[config.mk]
export PLATFORM = sky130hd
export DESIGN_NAME = cnt_seq_ctrl
export DESIGN_NICKNAME = d
export VERILOG_FILES = /design/src/rtl/cnt_seq_ctrl.sv
export SDC_FILE = /design/constraint.sdc
export NUM_CORES = 1
export LEC_CHECK = 0
export BUFFER_PORTS_ARGS = -buffer_cell sky130_fd_sc_hd__buf_2
export CAP_MARGIN = 20
export CORE_ASPECT_RATIO = 0.7
export CORE_UTILIZATION = 40
export DETAILED_ROUTE_END_ITERATION = 8
export PLACE_DENSITY = 0.7
export SLEW_MARGIN = 40
export SYNTH_ARGS = -nofsm -noshare
export SYNTH_HDL_FRONTEND = slang
export SYNTH_SLANG_ARGS = --single-unit
[constraint.sdc]
create_clock -name clk -period 3.08 [get_ports clk]
set_input_delay 0.154 -clock clk [delete_from_list [all_inputs] [get_ports clk]]
set_output_delay 0.154 -clock clk [all_outputs]
set_load 0.02 [all_outputs]
[src/rtl/cnt_seq_ctrl.sv]
// cnt_seq_ctrl: button-driven sequencer for an even/odd step-by-two counter datapath.
module cnt_seq_ctrl #(
    parameter int PRESCALE = 4
) (
    input  logic       clk,
    input  logic       rst,
    input  logic       btn_start,
    input  logic       btn_stop,
    input  logic       btn_mode,
    input  logic       sel_dir,
    input  logic       pingpong,
    output logic       cnt_rst,
    output logic       cen,
    output logic       dir,
    output logic       eo,
    output logic [3:0] count,
    output logic [1:0] state
);
    localparam logic [1:0] IDLE = 2'b00;
    localparam logic [1:0] LOAD = 2'b01;
    localparam logic [1:0] RUN  = 2'b10;
    localparam logic [1:0] HOLD = 2'b11;
    localparam logic [7:0] TC   = 8'(PRESCALE - 1);

    logic       start_q, stop_q, mode_q;
    logic       start_ev, stop_ev, mode_ev;
    logic [7:0] presc;
    logic       flip, ndir;
    logic [3:0] nxt;

    assign start_ev = btn_start & ~start_q;
    assign stop_ev  = btn_stop & ~stop_q;
    assign mode_ev  = btn_mode & ~mode_q;

    // A stop event pre-empts a step that would otherwise land on the same cycle.
    assign cen     = !rst && state == RUN && presc == TC && !stop_ev;
    assign cnt_rst = !rst && state == LOAD;

    // Pingpong bounces off the ends: reverse first, then step in the new direction.
    assign flip = pingpong && (dir ? count[3:1] == 3'b111 : count[3:1] == 3'b000);
    assign ndir = dir ^ flip;
    assign nxt  = ndir ? count + 4'd2 : count - 4'd2;

    always_ff @(posedge clk) begin
        if (rst) begin
            state   <= IDLE;
            dir     <= 1'b1;
            eo      <= 1'b0;
            count   <= 4'd0;
            presc   <= 8'd0;
            start_q <= 1'b0;
            stop_q  <= 1'b0;
            mode_q  <= 1'b0;
        end else begin
            start_q <= btn_start;
            stop_q  <= btn_stop;
            mode_q  <= btn_mode;
            case (state)
                IDLE: begin
                    if (mode_ev) eo <= ~eo;
                    if (start_ev) state <= LOAD;
                end
                LOAD: begin
                    count <= {3'b000, eo};
                    dir   <= sel_dir;
                    presc <= 8'd0;
                    state <= RUN;
                end
                RUN: begin
                    if (stop_ev) state <= HOLD;
                    else begin
                        presc <= presc == TC ? 8'd0 : presc + 8'd1;
                        if (cen) begin
                            count <= nxt;
                            dir   <= ndir;
                        end
                    end
                end
                default: begin
                    if (stop_ev) state <= IDLE;
                    else if (start_ev) begin
                        state <= RUN;
                        if (!pingpong) dir <= sel_dir;
                    end
                end
            endcase
        end
    end
endmodule

==> metrics.md, run 1 <==
| Metric | Value |
|---|---|
| Cts bufs inserted | `3` |
| Post-Route WL | `2.201 mm` |
| Yosys Warn Count | `0` |
| Synth top area share | `0.3502` |
| Starting DRC count in detailed routing | `19` |
| Syn Inst Count | `122` |
| I/O pin total | `17` |
| Synth cell count leaders | `dfxtp_1 (19), nor2_1 (14), nand2_1 (7), xor2_1 (7)` |
| Post-synth EDFFs | `0` |
| Root buffer cell | `clkbuf_8` |
| FF-to-FF Start | `presc[0]` |
| WS Path Type | `flop to output port` |
| Cell Pwr Density | `565.2 nW/µm²` |
| Diode count | `0` |
| Synth Net Count | `135` |
| Most numerous cell in the Yosys netlist | `dfxtp_1` |
| Hold Path Class | `primary input to flop` |
| Dpl hpwl | `1.675 mm` |
| Vias | `911` |
| Final period utilization | `0.6830` |
| Final instance area | `1211 µm²` |
| Drt pass-1 iters | `4` |
| Setup crit end | `cen` |
| Highest clock rate | `0.4754 GHz` |
| Worst skew pair latency | `0.25 ns` |
| WL per Instance | `12.95 µm` |
| Final cell utilization of the core | `0.4816` |
| Die area | `2931 µm²` |
| Worst EP required | `2.93 ns` |
| Height of the die | `45.60 µm` |
| R2R setup slack | `1.06 ns` |
| DRC viols | `0` |
| Slew Limit Fails | `0` |
| Rows | `15` |
| RSZ-0062 raised after global routing | `no` |
| Initial cell density of the core | `0.4318` |
| Overall Global Routing Usage | `0.1708` |
| Placer congestion estimate | `0.8431` |
| Pin count of the biggest net entering global routing | `16` |
| CTS tree | `done` |
| Critical Path Source | `presc[0]` |
| R2R cell count | `6` |
| CORE AREA | `2515 µm²` |
| Register area share after synthesis | `0.3502` |
| Hold Violations, Final | `0` |
| Setup Viol. Count Final | `0` |
| Post_cts resized | `0` |
| Worst slew pin tran | `0.4089 ns` |
| Share of layout cells above drive strength 1 | `0.2059` |
| Synth unique cells | `42` |
| Worst Path Arrival | `1.95 ns` |
| Post-CTS setup buffers | `0` |
| Synthesized area per cell | `8.902 µm²` |
| Rel. slew slack | `0.7258` |
| Final net count | `150` |
| First-pass GRT wire length | `3.705 mm` |
| Area after DPL | `1165 µm²` |
| IO buf count | `16` |
| Area delta synth->final | `11.52%` |
| Fin crit period | `2.104 ns` |
| Yosys top cell by area | `dfxtp_1` |
| Leak | `0.5150 nW` |
| Setup crit end kind | `output port` |
| Critical R2R Capture | `count[1]` |
| Main synth FF type | `dfxtp_1` |
| Initial antenna violation count | `0` |
| Vias/cell | `5.359` |
| Crit path max fanout | `5` |
| Vias in the first global route | `862` |
| Clock Sinks | `19` |
| Ranking of synthesized cells by area | `dfxtp_1 (35%), ha_1 (6.9%), xor2_1 (5.6%)` |
| Outcome | `complete, no violations` |
| ANT nets after route | `0` |
| Total number of H-tree levels | `1` |
| CTS Buffer Depth | `2` |
| Mapped cell area | `1086 µm²` |
| Max cap viols | `0` |
| CTS Hold Bufs | `0` |
| Worst Setup Start Kind | `flop` |
| Async S/R FF share, synth | `0` |
| Peak VDD IR | `0.3785 mV` |
| Number of synthesized register bits | `19` |
| Worst Skew | `0.001673 ns` |
| CTS clock-pin slew for the worst setup and hold paths | `0.07 ns` |
| Overflow after GRT | `0` |
| Final setup TNS | `0 ns` |
| Die width | `64.28 µm` |
-- stage by stage --
step / std cells / hold WS, ns / power [W] / worst slack (ns)
2_1_floorplan: 122 / 0.2256 / 0.0004690 / 1.000
3_3_place_gp: 166 / 0.3813 / 0.0005072 / 1.154
3_5_place_dp: 166 / 0.3871 / 0.0005183 / 1.092
4_1_cts: 170 / 0.1306 / 0.0006904 / 0.9679
5_1_grt: 170 / 0.1338 / 0.0007298 / 0.8889
6_report: 170 / 0.1346 / 0.0006846 / 0.9765
-- area by class of cell --
cell class,instances,area [µm²]
Clock buffer,3,41.29
Clock inverter,1,5.005
Fill cell,264,1304
Inverter,3,11.26
Multi-Input combinational cell,94,650.6
Sequential cell,19,380.4
Tap cell,34,42.54
Timing Repair Buffer,16,80.08
-- routing by layer --
metal  vias up  global-route usage  part of all wire
li1        466                   -                 -
met2        21              0.3116              0.45
met5         -                   0                 0
met1       422              0.2003              0.49
met3         2             0.05250             0.050
met4         0             0.04000            0.0050
-- cell usage in the layout, fill, tap and decap left out, types with 2 or more instances in the layout --
| cell | count |
|---|---|
| a22o_1 | 2 |
| nand2b_1 | 2 |
| nor2b_1 | 5 |
| buf_2 | 16 |
| ha_1 | 6 |
| nand2_1 | 7 |
| xor2_1 | 7 |
| mux2i_1 | 2 |
| or3_1 | 2 |
| nand4_1 | 5 |
| nor2_1 | 14 |
| or4_1 | 2 |
| o21ai_0 | 4 |
| o41ai_1 | 2 |
| o31ai_1 | 2 |
| inv_1 | 3 |
| a21oi_1 | 6 |
| nand3_1 | 4 |
| nor3b_1 | 2 |
| clkbuf_8 | 3 |
| dfxtp_1 | 19 |
-- registers in the layout, summed over array words and instances, names as in the netlist --
register,count
stop_q,1
state,2
dir,1
count,4
start_q,1
mode_q,1
presc,8
eo,1
-- critical path, cell delays in order (launching register included) --
cell and delay [ns]:
dfxtp_1 0.42, ha_1 0.24, or4b_4 0.51, nor4b_4 0.31
buf_2 0.22
-- power by group --
group          internal [W]  total [W]  switching [W]
registers          0.000267   0.000298      0.0000309
logic             0.0000916   0.000215       0.000123
clock network     0.0000899   0.000172      0.0000819
-- worst min-delay path by stage --
stage,from,end,depth (start not counted)
2_1_floorplan,rst,mode_q,1
3_3_place_gp,btn_stop,stop_q,2
3_5_place_dp,btn_stop,stop_q,2
4_1_cts,btn_stop,stop_q,2
5_1_grt,btn_stop,stop_q,2
6_report,btn_stop,stop_q,2
-- cell families (layout without fill, tap and decap cells) --
| logic type | Yosys count | after routing | share of synthesized area |
|---|---|---|---|
| flops | 19 | 19 | 0.3502 |
| simple gates | 52 | 52 | 0.2800 |
| compound gates | 26 | 26 | 0.1671 |
| xor+xnor | 8 | 8 | 0.06452 |
| fa+ha+maj | 6 | 6 | 0.06912 |
| buf+inv | 9 | 23 | 0.05069 |
| mux | 2 | 2 | 0.01843 |
Power figures use the tool's default switching activity.
==> run 2: changes to the inputs <==
Settings changed: ABC_AREA set to 1, PLACE_DENSITY 0.7 to 0.72.
Clock period 3.08 ns to 1.8 ns, I/O delays scaled along.
==> run 2 against run 1 <==
Hold slack worse by 0.089 ns. Via count is 11% higher. Critical path type unchanged. Global-route usage is 0.65 points higher. Critical path depth is 3 higher. Combinational power grew to 3.0 times the previous value. Area after synthesis is 0.58% higher. Clock skew is 0.0042 ns higher. Total power is 110% higher. Cell count is 24% higher. Routed wire length is 4.5% higher.
==> metrics.md, run 2 <==
| Metric | Value |
|---|---|
| Outcome | `complete, no violations (unchanged)` |
| Register area share after synthesis | `0.3482 (was 0.3502)` |
| Vias in the first global route | `909 (was 862)` |
| IO buf count | `16 (unchanged)` |
| Worst slew pin tran | `0.3281 ns (was 0.4089 ns)` |
| Final instance area | `1256 µm² (was 1211 µm²)` |
| Clk pwr share | `0.202 (was 0.251)` |
| Share of layout cells above drive strength 1 | `0.2216 (was 0.2059)` |
| Max reg flops | `8 (unchanged)` |
| Height of the die | `45.72 µm (was 45.60 µm)` |
| Ranking of synthesized cells by area | `dfxtp_1 (35%), nand2_1 (13%), inv_1 (7.9%) (was dfxtp_1 (35%), ha_1 (6.9%), xor2_1 (5.6%))` |
| Yosys top cell by area | `dfxtp_1 (unchanged)` |
| Final Power | `0.001459 W (was 0.0006846 W)` |
| Post-CTS setup buffers | `0 (unchanged)` |
| Register area | `380.4 µm² (unchanged)` |
| Yosys Warn Count | `0 (unchanged)` |
| Initial antenna violation count | `0 (unchanged)` |
| Worst skew pair latency | `0.26 ns (was 0.25 ns)` |
| Post_cts resized | `0 (unchanged)` |
| Setup crit end kind | `output port (unchanged)` |
| Synth unique cells | `26 (was 42)` |
| Diode count | `0 (unchanged)` |
| Synthesized area per cell | `6.957 µm² (was 8.902 µm²)` |
| Multi-input logic area | `604.3 µm² (was 650.6 µm²)` |
| Top Registers | `presc (8), count (4), state (2) (unchanged)` |
| Post-synth EDFFs | `0 (unchanged)` |
| Synth Net Count | `170 (was 135)` |
| ANT nets after route | `0 (unchanged)` |
| Synth cell count leaders | `nand2_1 (38), inv_1 (23), dfxtp_1 (19) (was dfxtp_1 (19), nor2_1 (14), nand2_1 (7), xor2_1 (7))` |
| Rows | `15 (unchanged)` |
| Starting DRC count in detailed routing | `38 (was 19)` |
| WL per Instance | `10.95 µm (was 12.95 µm)` |
| Worst Path Arrival | `1.55 ns (was 1.95 ns)` |
| CORE AREA | `2515 µm² (unchanged)` |
| CTS Hold Bufs | `0 (unchanged)` |
| Main synth FF type | `dfxtp_1 (unchanged)` |
| Final setup TNS | `0 ns (unchanged)` |
| Drt pass-1 iters | `5 (was 4)` |
| Cts bufs inserted | `3 (unchanged)` |
| Final net count | `190 (was 150)` |
| Most frequent cells in the layout | `nand2_1 (38), inv_1 (23), dfxtp_1 (19) (was dfxtp_1 (19), buf_2 (16), nor2_1 (14))` |
| Synth top area share | `0.3482 (was 0.3502)` |
| Max cap viols | `0 (unchanged)` |
| Pre-CTS WS | `0.2354 ns (was 1.092 ns)` |
| Final period utilization | `0.9133` |
| Overflow after GRT | `0 (unchanged)` |
| Worst Skew | `0.005905 ns (was 0.001673 ns)` |
| Highest clock rate | `0.6083 GHz` |
| Comb pwr share | `0.436 (was 0.313)` |
| Most numerous cell in the Yosys netlist | `nand2_1 (was dfxtp_1)` |
| Worst Setup Start Kind | `flop (unchanged)` |
| First-pass GRT wire length | `3.905 mm (was 3.705 mm)` |
| Syn Inst Count | `157 (was 122)` |
| Peak VDD IR | `0.5797 mV (was 0.3785 mV)` |
| CTS Buffer Depth | `2 (unchanged)` |
| Fin crit period | `1.644 ns` |
| Fill count | `255 (was 264)` |
| Placer congestion estimate | `0.8103 (was 0.8431)` |
| Die width | `64.46 µm (was 64.28 µm)` |
| CTS tree | `done (unchanged)` |
| CTS clock-pin slew for the worst setup and hold paths | `0.07 ns (about the same)` |
| Switching share of power | `0.4218 (was 0.3443)` |
| RSZ-0062 raised after global routing | `no (unchanged)` |
| Post-Route WL | `2.300 mm (was 2.201 mm)` |
| Root buffer cell | `clkbuf_8 (unchanged)` |
| Crit path max fanout | `6 (was 5)` |
| Clock Sinks | `19 (unchanged)` |
| Seq pwr share | `0.362 (was 0.436)` |
| Hold Violations, Final | `0 (unchanged)` |
| DRC viols | `0 (unchanged)` |
| Pin count of the biggest net entering global routing | `12 (was 16)` |
| Biggest register | `presc (unchanged)` |
| Leak | `0.6033 nW (was 0.5150 nW)` |
| Async S/R FF share, synth | `0 (unchanged)` |
| WS Path Type | `flop to output port (unchanged)` |
| Net Switching | `0.0006155 W (was 0.0002357 W)` |
| Mapped cell area | `1092 µm² (was 1086 µm²)` |
| Overall Global Routing Usage | `0.1773 (was 0.1708)` |
| Most common cell after layout, fill and taps aside | `nand2_1 (was dfxtp_1)` |
| Vias | `1014 (was 911)` |
| Initial cell density of the core | `0.4343 (was 0.4318)` |
| Rel. slew slack | `0.7793 (was 0.7258)` |
| I/O pin total | `17 (unchanged)` |
| Dpl hpwl | `1.805 mm (was 1.675 mm)` |
| Final cell utilization of the core | `0.4995 (was 0.4816)` |
| Hold Path Class | `primary input to flop (unchanged)` |
| Setup Viol. Count Final | `0 (unchanged)` |
| Worst EP required | `1.71 ns (was 2.93 ns)` |
| Area delta synth->final | `15.01% (was 11.52%)` |
| Final setup margin | `0.1561 ns (was 0.9765 ns)` |
| Int Pwr | `0.0008438 W (was 0.0004489 W)` |
| Vias/cell | `4.829 (was 5.359)` |
| Area after DPL | `1210 µm² (was 1165 µm²)` |
| Number of synthesized register bits | `19 (unchanged)` |
| Total number of H-tree levels | `1 (unchanged)` |
| Die area | `2947 µm² (was 2931 µm²)` |
| Slew Limit Fails | `0 (unchanged)` |
| R2R setup slack | `0.23 ns (was 1.06 ns)` |
| Cell Pwr Density | `1162 nW/µm² (was 565.2 nW/µm²)` |
## run 2: per-layer routing
metal / vias up / wire [µm] / GRT usage
li1: 534 / - / -
met1: 449 / 1165 / 0.2303
met2: 27 / 982 / 0.2863
met3: 4 / 120 / 0.04750
met4: 0 / 32 / 0.06667
met5: - / 0 / 0
## run 2: power groups by stage
| stage | Clock (W) | Combinational (W) | Sequential, W |
|---|---|---|---|
| floorplan | 0 | 0.000455 | 0.000573 |
| global placement | 0 | 0.000624 | 0.000533 |
| detailed placement | 0 | 0.000636 | 0.000538 |
| CTS | 0.000303 | 0.000640 | 0.000528 |
| global route | 0.000318 | 0.000717 | 0.000537 |
| finish | 0.000295 | 0.000637 | 0.000528 |
## run 2: final timing paths
check / start / to / depth (start not counted)
setup / recovery: state[0] / cen / 7
hold reg to reg: presc[1] / presc[1] / 2
hold / removal: btn_start / start_q / 3
setup reg to reg: state[0] / presc[6] / 7
## run 2: area by class of cell
cell class | count | share of cell area
clock buffers | 3 | 0.03287
clock inverters | 1 | 0.003984
inverters | 26 | 0.08167
multi-input cells | 111 | 0.4811
flip-flops and latches | 19 | 0.3028
well taps | 34 | 0.03386
repair buffers | 16 | 0.06375
## run 2: cells by family (layout without fill, tap and decap cells)
group,Yosys count,after routing,synth area share
multiplexers,1,1,0.01031
adder cells (fa/ha/maj),6,6,0.06873
AO/OA/AOI/OAI,23,23,0.1123
XOR/XNOR,1,1,0.008020
flip-flops,19,19,0.3482
buffers and inverters,27,46,0.09851
AND/OR/NAND/NOR,80,80,0.3540
## run 2: worst max-delay path, cell delays in order (launching register included)
cell     delay, ns
dfxtp_1       0.34
inv_1         0.13
ha_1          0.28
nand2_1       0.10
nor2_1        0.12
nand2_2       0.09
inv_1         0.07
buf_2         0.15
## run 2: through the flow
step / hold slack [ns] / std cells
after floorplan: 0.2146 / 157
after global placement: 0.2995 / 206
after detailed placement: 0.3193 / 206
after CTS: 0.04387 / 210
after global routing: 0.07534 / 210
final: 0.04564 / 210
